File: config.mk
export PLATFORM = sky130hd
export DESIGN_NAME = clkrst_gen
export DESIGN_NICKNAME = d
export VERILOG_FILES = /design/src/rtl/clkrst_gen.sv
export SDC_FILE = /design/constraint.sdc
export NUM_CORES = 1
export LEC_CHECK = 0
export ABC_CLOCK_PERIOD_IN_PS = 6800
export BUFFER_PORTS_ARGS = -buffer_cell sky130_fd_sc_hd__buf_2
export CAP_MARGIN = 20
export CORE_ASPECT_RATIO = 0.9
export CORE_MARGIN = 2
export CORE_UTILIZATION = 40
export DETAILED_ROUTE_END_ITERATION = 6
export SLEW_MARGIN = 25
export SYNTH_ARGS = -nofsm -noshare
export SYNTH_HDL_FRONTEND = slang
export SYNTH_SLANG_ARGS = --single-unit
File: constraint.sdc
create_clock -name IO_CLK -period 6.8 [get_ports IO_CLK]
set_input_delay 0.68 -clock IO_CLK [delete_from_list [all_inputs] [get_ports IO_CLK]]
set_output_delay 0.68 -clock IO_CLK [all_outputs]
set_load 0.05 [all_outputs]
File: src/rtl/clkrst_gen.sv
`default_nettype none
// +----------------------------------------------------------------------------+
// | Module      : clkrst_gen                                                   |
// | Description : Board clock/reset conditioning. Generates a system reset     |
// |               that asserts asynchronously, releases synchronously and can  |
// |               be stretched. Also generates NUM_DIV independent single-     |
// |               cycle clock-enable strobes with runtime division ratios.     |
// | Config      : define CLKRST_GEN_RST_STRETCH_EN to include the reset hold   |
// |               counter (RST_HOLD_CYCLES extra cycles after release).        |
// |               Without it, rst_sys_n follows the synchroniser output.      |
// | Revision    : 1.0 - initial release                                        |
// +----------------------------------------------------------------------------+
module clkrst_gen #(
  parameter int NUM_DIV         = 2,
  parameter int DIV_WIDTH       = 8,
  parameter int RST_SYNC_STAGES = 2,
  parameter int RST_HOLD_CYCLES = 16
) (
  input  logic                         IO_CLK,
  input  logic                         IO_RST_N,
  input  logic [NUM_DIV*DIV_WIDTH-1:0] div_ratio_i,
  output logic [NUM_DIV-1:0]           clk_en_o,
  output logic                         rst_sys_n
);

  // Reject parameter sets the structure below cannot implement.
  if ((NUM_DIV < 1) || (DIV_WIDTH < 1) || (RST_SYNC_STAGES < 2) || (RST_HOLD_CYCLES < 0)) begin : g_param_check
    $error("clkrst_gen: illegal parameter combination");
  end

  logic [RST_SYNC_STAGES-1:0] r_sync;
  logic                       w_sync_out;
  logic                       w_rst_sys_n;

  // Reset-release synchroniser: cleared asynchronously, shifts in ones after release.
  always_ff @(posedge IO_CLK or negedge IO_RST_N) begin
    if (!IO_RST_N) begin
      r_sync <= '0;
    end else begin
      r_sync <= {r_sync[RST_SYNC_STAGES-2:0], 1'b1};
    end
  end

  assign w_sync_out = r_sync[RST_SYNC_STAGES-1];

`ifdef CLKRST_GEN_RST_STRETCH_EN
  // A zero hold count still needs a 1-bit counter to keep the compare legal.
  localparam int                  c_hold_w   = (RST_HOLD_CYCLES > 0) ? $clog2(RST_HOLD_CYCLES + 1) : 1;
  localparam logic [c_hold_w-1:0] c_hold_max = c_hold_w'(RST_HOLD_CYCLES);

  logic [c_hold_w-1:0] r_hold_cnt;
  logic                r_rst_sys_n;

  // Hold counter: runs once the synchroniser has released, saturates at the hold count.
  always_ff @(posedge IO_CLK or negedge IO_RST_N) begin
    if (!IO_RST_N) begin
      r_hold_cnt <= '0;
    end else if (w_sync_out && (r_hold_cnt != c_hold_max)) begin
      r_hold_cnt <= r_hold_cnt + c_hold_w'(1);
    end
  end

  // System reset register: released one edge after the hold count is reached.
  // The sync term matters when the hold count is zero and the counter idles at 0.
  always_ff @(posedge IO_CLK or negedge IO_RST_N) begin
    if (!IO_RST_N) begin
      r_rst_sys_n <= 1'b0;
    end else if (w_sync_out && (r_hold_cnt == c_hold_max)) begin
      r_rst_sys_n <= 1'b1;
    end
  end

  assign w_rst_sys_n = r_rst_sys_n;
`else
  assign w_rst_sys_n = w_sync_out;
`endif

  assign rst_sys_n = w_rst_sys_n;

  for (genvar gi = 0; gi < NUM_DIV; gi++) begin : g_div
    logic [DIV_WIDTH-1:0] r_cnt;
    logic [DIV_WIDTH-1:0] r_ratio_q;
    logic                 r_loaded;
    logic [DIV_WIDTH-1:0] w_ratio_in;
    logic [DIV_WIDTH-1:0] w_ratio_sel;
    logic [DIV_WIDTH-1:0] w_last;
    logic                 w_wrap;

    assign w_ratio_in = div_ratio_i[gi*DIV_WIDTH +: DIV_WIDTH];

    // In the first cycle after release nothing has been latched yet, so the
    // live input defines the first period; afterwards only the latched ratio counts.
    assign w_ratio_sel = r_loaded ? r_ratio_q : w_ratio_in;

    // Terminal count is max(ratio,1)-1, so ratios 0 and 1 both strobe every cycle.
    assign w_last = (w_ratio_sel == '0) ? '0 : (w_ratio_sel - DIV_WIDTH'(1));
    assign w_wrap = (r_cnt == w_last);

    // Channel counter and ratio latch; a new ratio is only taken at a period boundary.
    always_ff @(posedge IO_CLK or negedge IO_RST_N) begin
      if (!IO_RST_N) begin
        r_cnt     <= '0;
        r_ratio_q <= '0;
        r_loaded  <= 1'b0;
      end else if (!w_rst_sys_n) begin
        r_cnt     <= '0;
        r_ratio_q <= '0;
        r_loaded  <= 1'b0;
      end else begin
        r_loaded <= 1'b1;
        if (!r_loaded || w_wrap) begin
          r_ratio_q <= w_ratio_in;
        end
        if (w_wrap) begin
          r_cnt <= '0;
        end else begin
          r_cnt <= r_cnt + DIV_WIDTH'(1);
        end
      end
    end

    assign clk_en_o[gi] = w_rst_sys_n && w_wrap;
  end

endmodule
`default_nettype wire

Word-level counts from Yosys, hierarchy flattened
Index checks and enable logic that the tools add are counted.
{"block": "word_totals", "ff_bits": 35, "out_inout_bits": 3, "elab_cells": 34}
{"block": "classes", "addsub": 4, "eq_ne": 4, "muxes": 13, "reduce_logical": 7}
{"op": "8-bit 2-to-1 mux", "n": 12}
{"op": "8-bit by 1-bit adder with 8-bit output, second input constant", "n": 2}
{"op": "8-bit == test", "n": 2}
{"op": "8-bit zero test", "n": 2}
{"op": "8-bit by 1-bit subtractor with 8-bit output, second input constant", "n": 2}
{"op": "2-bit by 1-bit != test with 1-bit output, second input constant", "n": 2}
{"op": "1-bit logical AND", "n": 2}
{"op": "1-bit logical OR", "n": 2}
{"op": "1-bit zero test", "n": 1}
{"op": "1-bit 2-to-1 mux", "n": 1}

Logic depth before layout (Yosys ltp)
{"block": "logic_depth", "depth_word": 7, "depth_mapped": 11}

Worst setup path after synthesis
Ideal clock, no wire load.
{"block": "synth_timing", "path_type": "register to output", "from": "register g_div[1].r_loaded", "to": "output port clk_en_o[1]", "arrival_ns": 3.254, "required_time_ns": 6.120, "path_slack_ns": 2.866, "path_stages_with_launch": 12, "cell_sequence": "dfrtp_1 > buf_6 > buf_8 > mux2i_1 > ha_1 > nor4b_4 > nor2_1 > or2_1 > or4_1 > a21oi_2 > nand3_1 > nor2_1"}
{"block": "synth_via", "elab_chain_cells": 5, "elab_cells_between_ends": 6}
{"item": "start, declared", "line_no": "83", "text": "logic r_loaded;"}
{"item": "start signal, assigned", "line_no": "104", "text": "r_loaded <= 1'b0;"}
{"item": "start signal, assigned", "line_no": "108", "text": "r_loaded <= 1'b0;"}
{"item": "start signal, assigned", "line_no": "110", "text": "r_loaded <= 1'b1;"}
{"item": "8-bit 2-to-1 mux (*)", "line_no": "93", "text": "assign w_ratio_sel = r_loaded ? r_ratio_q : w_ratio_in;"}
{"item": "8-bit by 1-bit subtractor with 8-bit output or 8-bit zero test (tied branches)", "line_no": "96", "text": "assign w_last = (w_ratio_sel == '0) ? '0 : (w_ratio_sel - DIV_WIDTH'(1));"}
{"item": "8-bit 2-to-1 mux (*)", "line_no": "96"}
{"item": "8-bit == test (*)", "line_no": "97", "text": "assign w_wrap = (r_cnt == w_last);"}
{"item": "1-bit logical AND (*)", "line_no": "122", "text": "assign clk_en_o[gi] = w_rst_sys_n && w_wrap;"}
{"item": "end, declared", "line_no": "22", "text": "output logic [NUM_DIV-1:0] clk_en_o,"}
Every way passes the cells marked *; elsewhere a longest branch is shown, timed or not.

Final worst setup path
Same ends and word-level chain as after synthesis.

==> results.txt <==
The most used flip-flop cell after synthesis is sky130_fd_sc_hd__dfrtp_1. The run finished with clean final reports. The initial cell density of the core is 40.8%.

The number of vias per cell came out at 5.37. The clock latency on the worst-skew pair is 290 ps. The overall die area is 6780 µm². The standard cell core area is 6010 µm². The average instance in the mapped netlist occupies 9.85 µm². The via count of the first global-routing pass came out at 1737. The largest voltage drop on the vdd net came out at 66.7 µV. Input and output buffers added on the ports amount to 20. The path category of the worst min-delay check is register to register. The final antenna-violating net count is 0.

The floorplan step set the die width to 86.6 µm. The total grt overflow is 0. The average wire per standard cell came out at 15.1 µm. Wires add up to 5.16 mm. The number of max-cap violations came out at 0. The final-report max-slew violation count came out at 0.

The cell total after placement is 333. The number of antenna violations at the first check in global routing is 0. The number of iterations in the first detailed-routing pass is 5. The worst setup path is launched from a register. The leakage power of the design came out at 1.24 nW. The count of endpoints failing hold in the final timing report came out at 0. In this run, synthesis inferred 0 flip-flops with an integrated enable. In this run the critical register-to-register path is launched from g_div[1].r_loaded. After the first detailed-routing iteration, the DRC count stood at 102. The worst register-to-register path has a setup slack of 3560 ps.

The deepest level of the CTS H-tree came out at 2. After floorplanning, the core was divided into 27 placement rows. Setup repair after global routing left no endpoint under its margin.

The total global routing track utilization is 16.5%. The highest fanout seen on the critical path came out at 33. The critical path arrival is 3470 ps. The number of antenna diodes is 0. The worst min-delay path endpoint is r_sync[1].

In the layout the commonest cells are 35 x sky130_fd_sc_hd__nand2_1, 34 x sky130_fd_sc_hd__dfrtp_1, 33 x sky130_fd_sc_hd__mux2i_1. The slew at the pin closest to its max-slew limit is 802 ps. The post-cts repair resize count came out at 0.

The worst endpoint required time came out at 6120 ps. The total DRC errors in the routed layout came out at 0. The number of nets in the synthesized netlist is 271.

The congestion estimate from routability-driven global placement came to 0.818. The worst setup path category is register to primary output. The sequential area share after synthesis is 35.7%. The number of storage elements in the synthesis netlist is 35.

In this run the count of I/O pins placed on the die edge is 21. Synthesis produced a netlist whose cell count is 249. The ratio of total power to cell area is 195 nW/µm². The detailed placement HPWL came out at 3.67 mm.

Clock-pin slew was measured on the worst setup and hold paths at 70 ps. The achievable clock frequency is 241 MHz. The first global-routing pass estimated 8.73 mm of wire.

The layout cell share with drive strength beyond 1 came out at 18.6%. The worst hold path begins at r_sync[0]. The total number of nets in the final design came out at 290.

Counting instances, the worst hold path has a depth of 0. The final standard cell count with taps included and fillers excluded came out at 341. The number of different library cells in the post-synthesis netlist is 48. The cell sitting at the root of the clock tree is a sky130_fd_sc_hd__clkbuf_8. The share of the clock period used by the worst path is 61.1%. The final period demand of the worst path is 4150 ps. The most frequent standard cell in the layout excluding fill and tap cells is sky130_fd_sc_hd__nand2_1.

The number of buffers added to fix hold violations after cts came out at 0. The largest net degree at the start of global routing came out at 38. For this run, asynchronously set or reset flops after synthesis account for 100%. The height of the chip came out at 78.3 µm.

The clock skew is 6.71 ps. For this run, the number of Yosys warnings is 0. The CTS sink count came out at 35. The total via count in the routed design came out at 1831. The layout has 590 filler cells.

Headroom to the max-slew limit came out at 46.6%. Compared with the post-synthesis result, the final layout area differs by 9.74%. The post-CTS setup buffer count came out at 0. The final count of negative-setup-slack endpoints came out at 0. The worst setup path is captured at a primary output. The maximum buffer depth of the clock tree came out at 2. The cell area that synthesis handed to floorplanning was 2450 µm².

The CTS tree is done. The length in cells of the worst reg-to-reg path is 10. The worst register-to-register path ends at g_div[0].r_ratio_q[6].

The summed negative setup slack over all endpoints is 0 ps. The number of buffers inserted during clock tree synthesis is 5.
cells by family (layout without fill, tap and decap cells):
group                    Yosys count  count (layout)  synth area share [%]
adder cells (fa/ha/maj)            4               4                  2.04
XOR/XNOR                          28              28                  10.0
other                              1               1                 0.153
AO/OA/AOI/OAI                     27              27                  9.38
flip-flops                        35              35                  35.7
multiplexers                      36              36                  15.1
AND/OR/NAND/NOR                  106             106                  24.7
buffers and inverters             12              32                  2.91
flip-flops by register name, indices dropped and copies added, names as in the netlist:
register and flops:
g_div.r_cnt 16, g_div.r_loaded 1, g_div.r_ratio_q 16, r_sync 2
stage by stage:
step	total power, mW	utilization (%)	hold slack (ps)	worst slack (ps)	instance area [µm²]
after floorplan	0.329	-	331	2870	2450
after global placement	0.358	43.1	334	3040	2590
after detailed placement	0.360	43.1	346	2950	2590
after CTS	0.533	44.8	362	2610	2690
after global routing	0.554	44.8	364	2350	2690
final	0.525	44.8	358	2650	2690
metal layers:
| metal | vias up | global-route usage (%) | part of all wire (%) |
|---|---|---|---|
| met1 | 862 | 25.4 | 55 |
| met4 | 0 | 5.78 | 1.5 |
| li1 | 931 | - | - |
| met2 | 31 | 21.9 | 40 |
| met5 | - | 0 | 0 |
| met3 | 7 | 3.89 | 3.6 |
worst max-delay path, stage by stage (launching register included):
cell	delay, ps
sky130_fd_sc_hd__dfrtp_1	320
sky130_fd_sc_hd__buf_4	380
sky130_fd_sc_hd__mux2i_1	340
sky130_fd_sc_hd__ha_1	250
sky130_fd_sc_hd__nor4b_4	320
sky130_fd_sc_hd__nor2_1	110
sky130_fd_sc_hd__or2_1	270
sky130_fd_sc_hd__or4_1	420
sky130_fd_sc_hd__a21oi_2	240
sky130_fd_sc_hd__nand3_1	140
sky130_fd_sc_hd__nor2_1	110
sky130_fd_sc_hd__buf_2	270
worst max path at each step:
stage,start,depth (start not counted),end
after floorplan,g_div[1].r_loaded,11,clk_en_o[1]
after global placement,g_div[1].r_loaded,11,clk_en_o[1]
after detailed placement,g_div[1].r_loaded,11,clk_en_o[1]
after CTS,g_div[1].r_loaded,11,clk_en_o[1]
after global routing,g_div[1].r_loaded,11,clk_en_o[1]
final,g_div[1].r_loaded,11,clk_en_o[1]
cells in the mapped netlist, types with 3 or more instances:
master / count / area (µm²)
sky130_fd_sc_hd__o22ai_1: 4 / 25.0
sky130_fd_sc_hd__nor4b_2: 4 / 60.1
sky130_fd_sc_hd__xor2_1: 15 / 131
sky130_fd_sc_hd__nor4_1: 4 / 25.0
sky130_fd_sc_hd__xnor2_1: 13 / 114
sky130_fd_sc_hd__ha_1: 4 / 50.1
sky130_fd_sc_hd__clkbuf_1: 6 / 22.5
sky130_fd_sc_hd__nand3_1: 12 / 60.1
sky130_fd_sc_hd__dfrtp_1: 35 / 876
sky130_fd_sc_hd__and3_1: 6 / 37.5
sky130_fd_sc_hd__a21oi_1: 4 / 20.0
sky130_fd_sc_hd__nor3_1: 7 / 35.0
sky130_fd_sc_hd__nor2_1: 23 / 86.3
sky130_fd_sc_hd__inv_1: 3 / 11.3
sky130_fd_sc_hd__nand2_1: 35 / 131
sky130_fd_sc_hd__mux2i_1: 33 / 330
sky130_fd_sc_hd__nor3b_1: 3 / 22.5
area by class of cell:
cell class	instances	area [µm²]	share of cell area, %
Clock buffer	8	100	3.72
Sequential cell	35	877	32.6
Inverter	3	11.3	0.418
Tap cell	72	90.1	3.35
Multi-Input combinational cell	202	1510	55.9
Timing Repair Buffer	21	108	4.00
where the power goes:
| part | switching, mW | internal [mW] | total (mW) |
|---|---|---|---|
| Sequential | 0.0176 | 0.219 | 0.236 |
| Clock | 0.0765 | 0.0925 | 0.169 |
| Combinational | 0.0665 | 0.0530 | 0.119 |
| Total | 0.161 | 0.364 | 0.525 |
(Power assumes the default switching activity.)
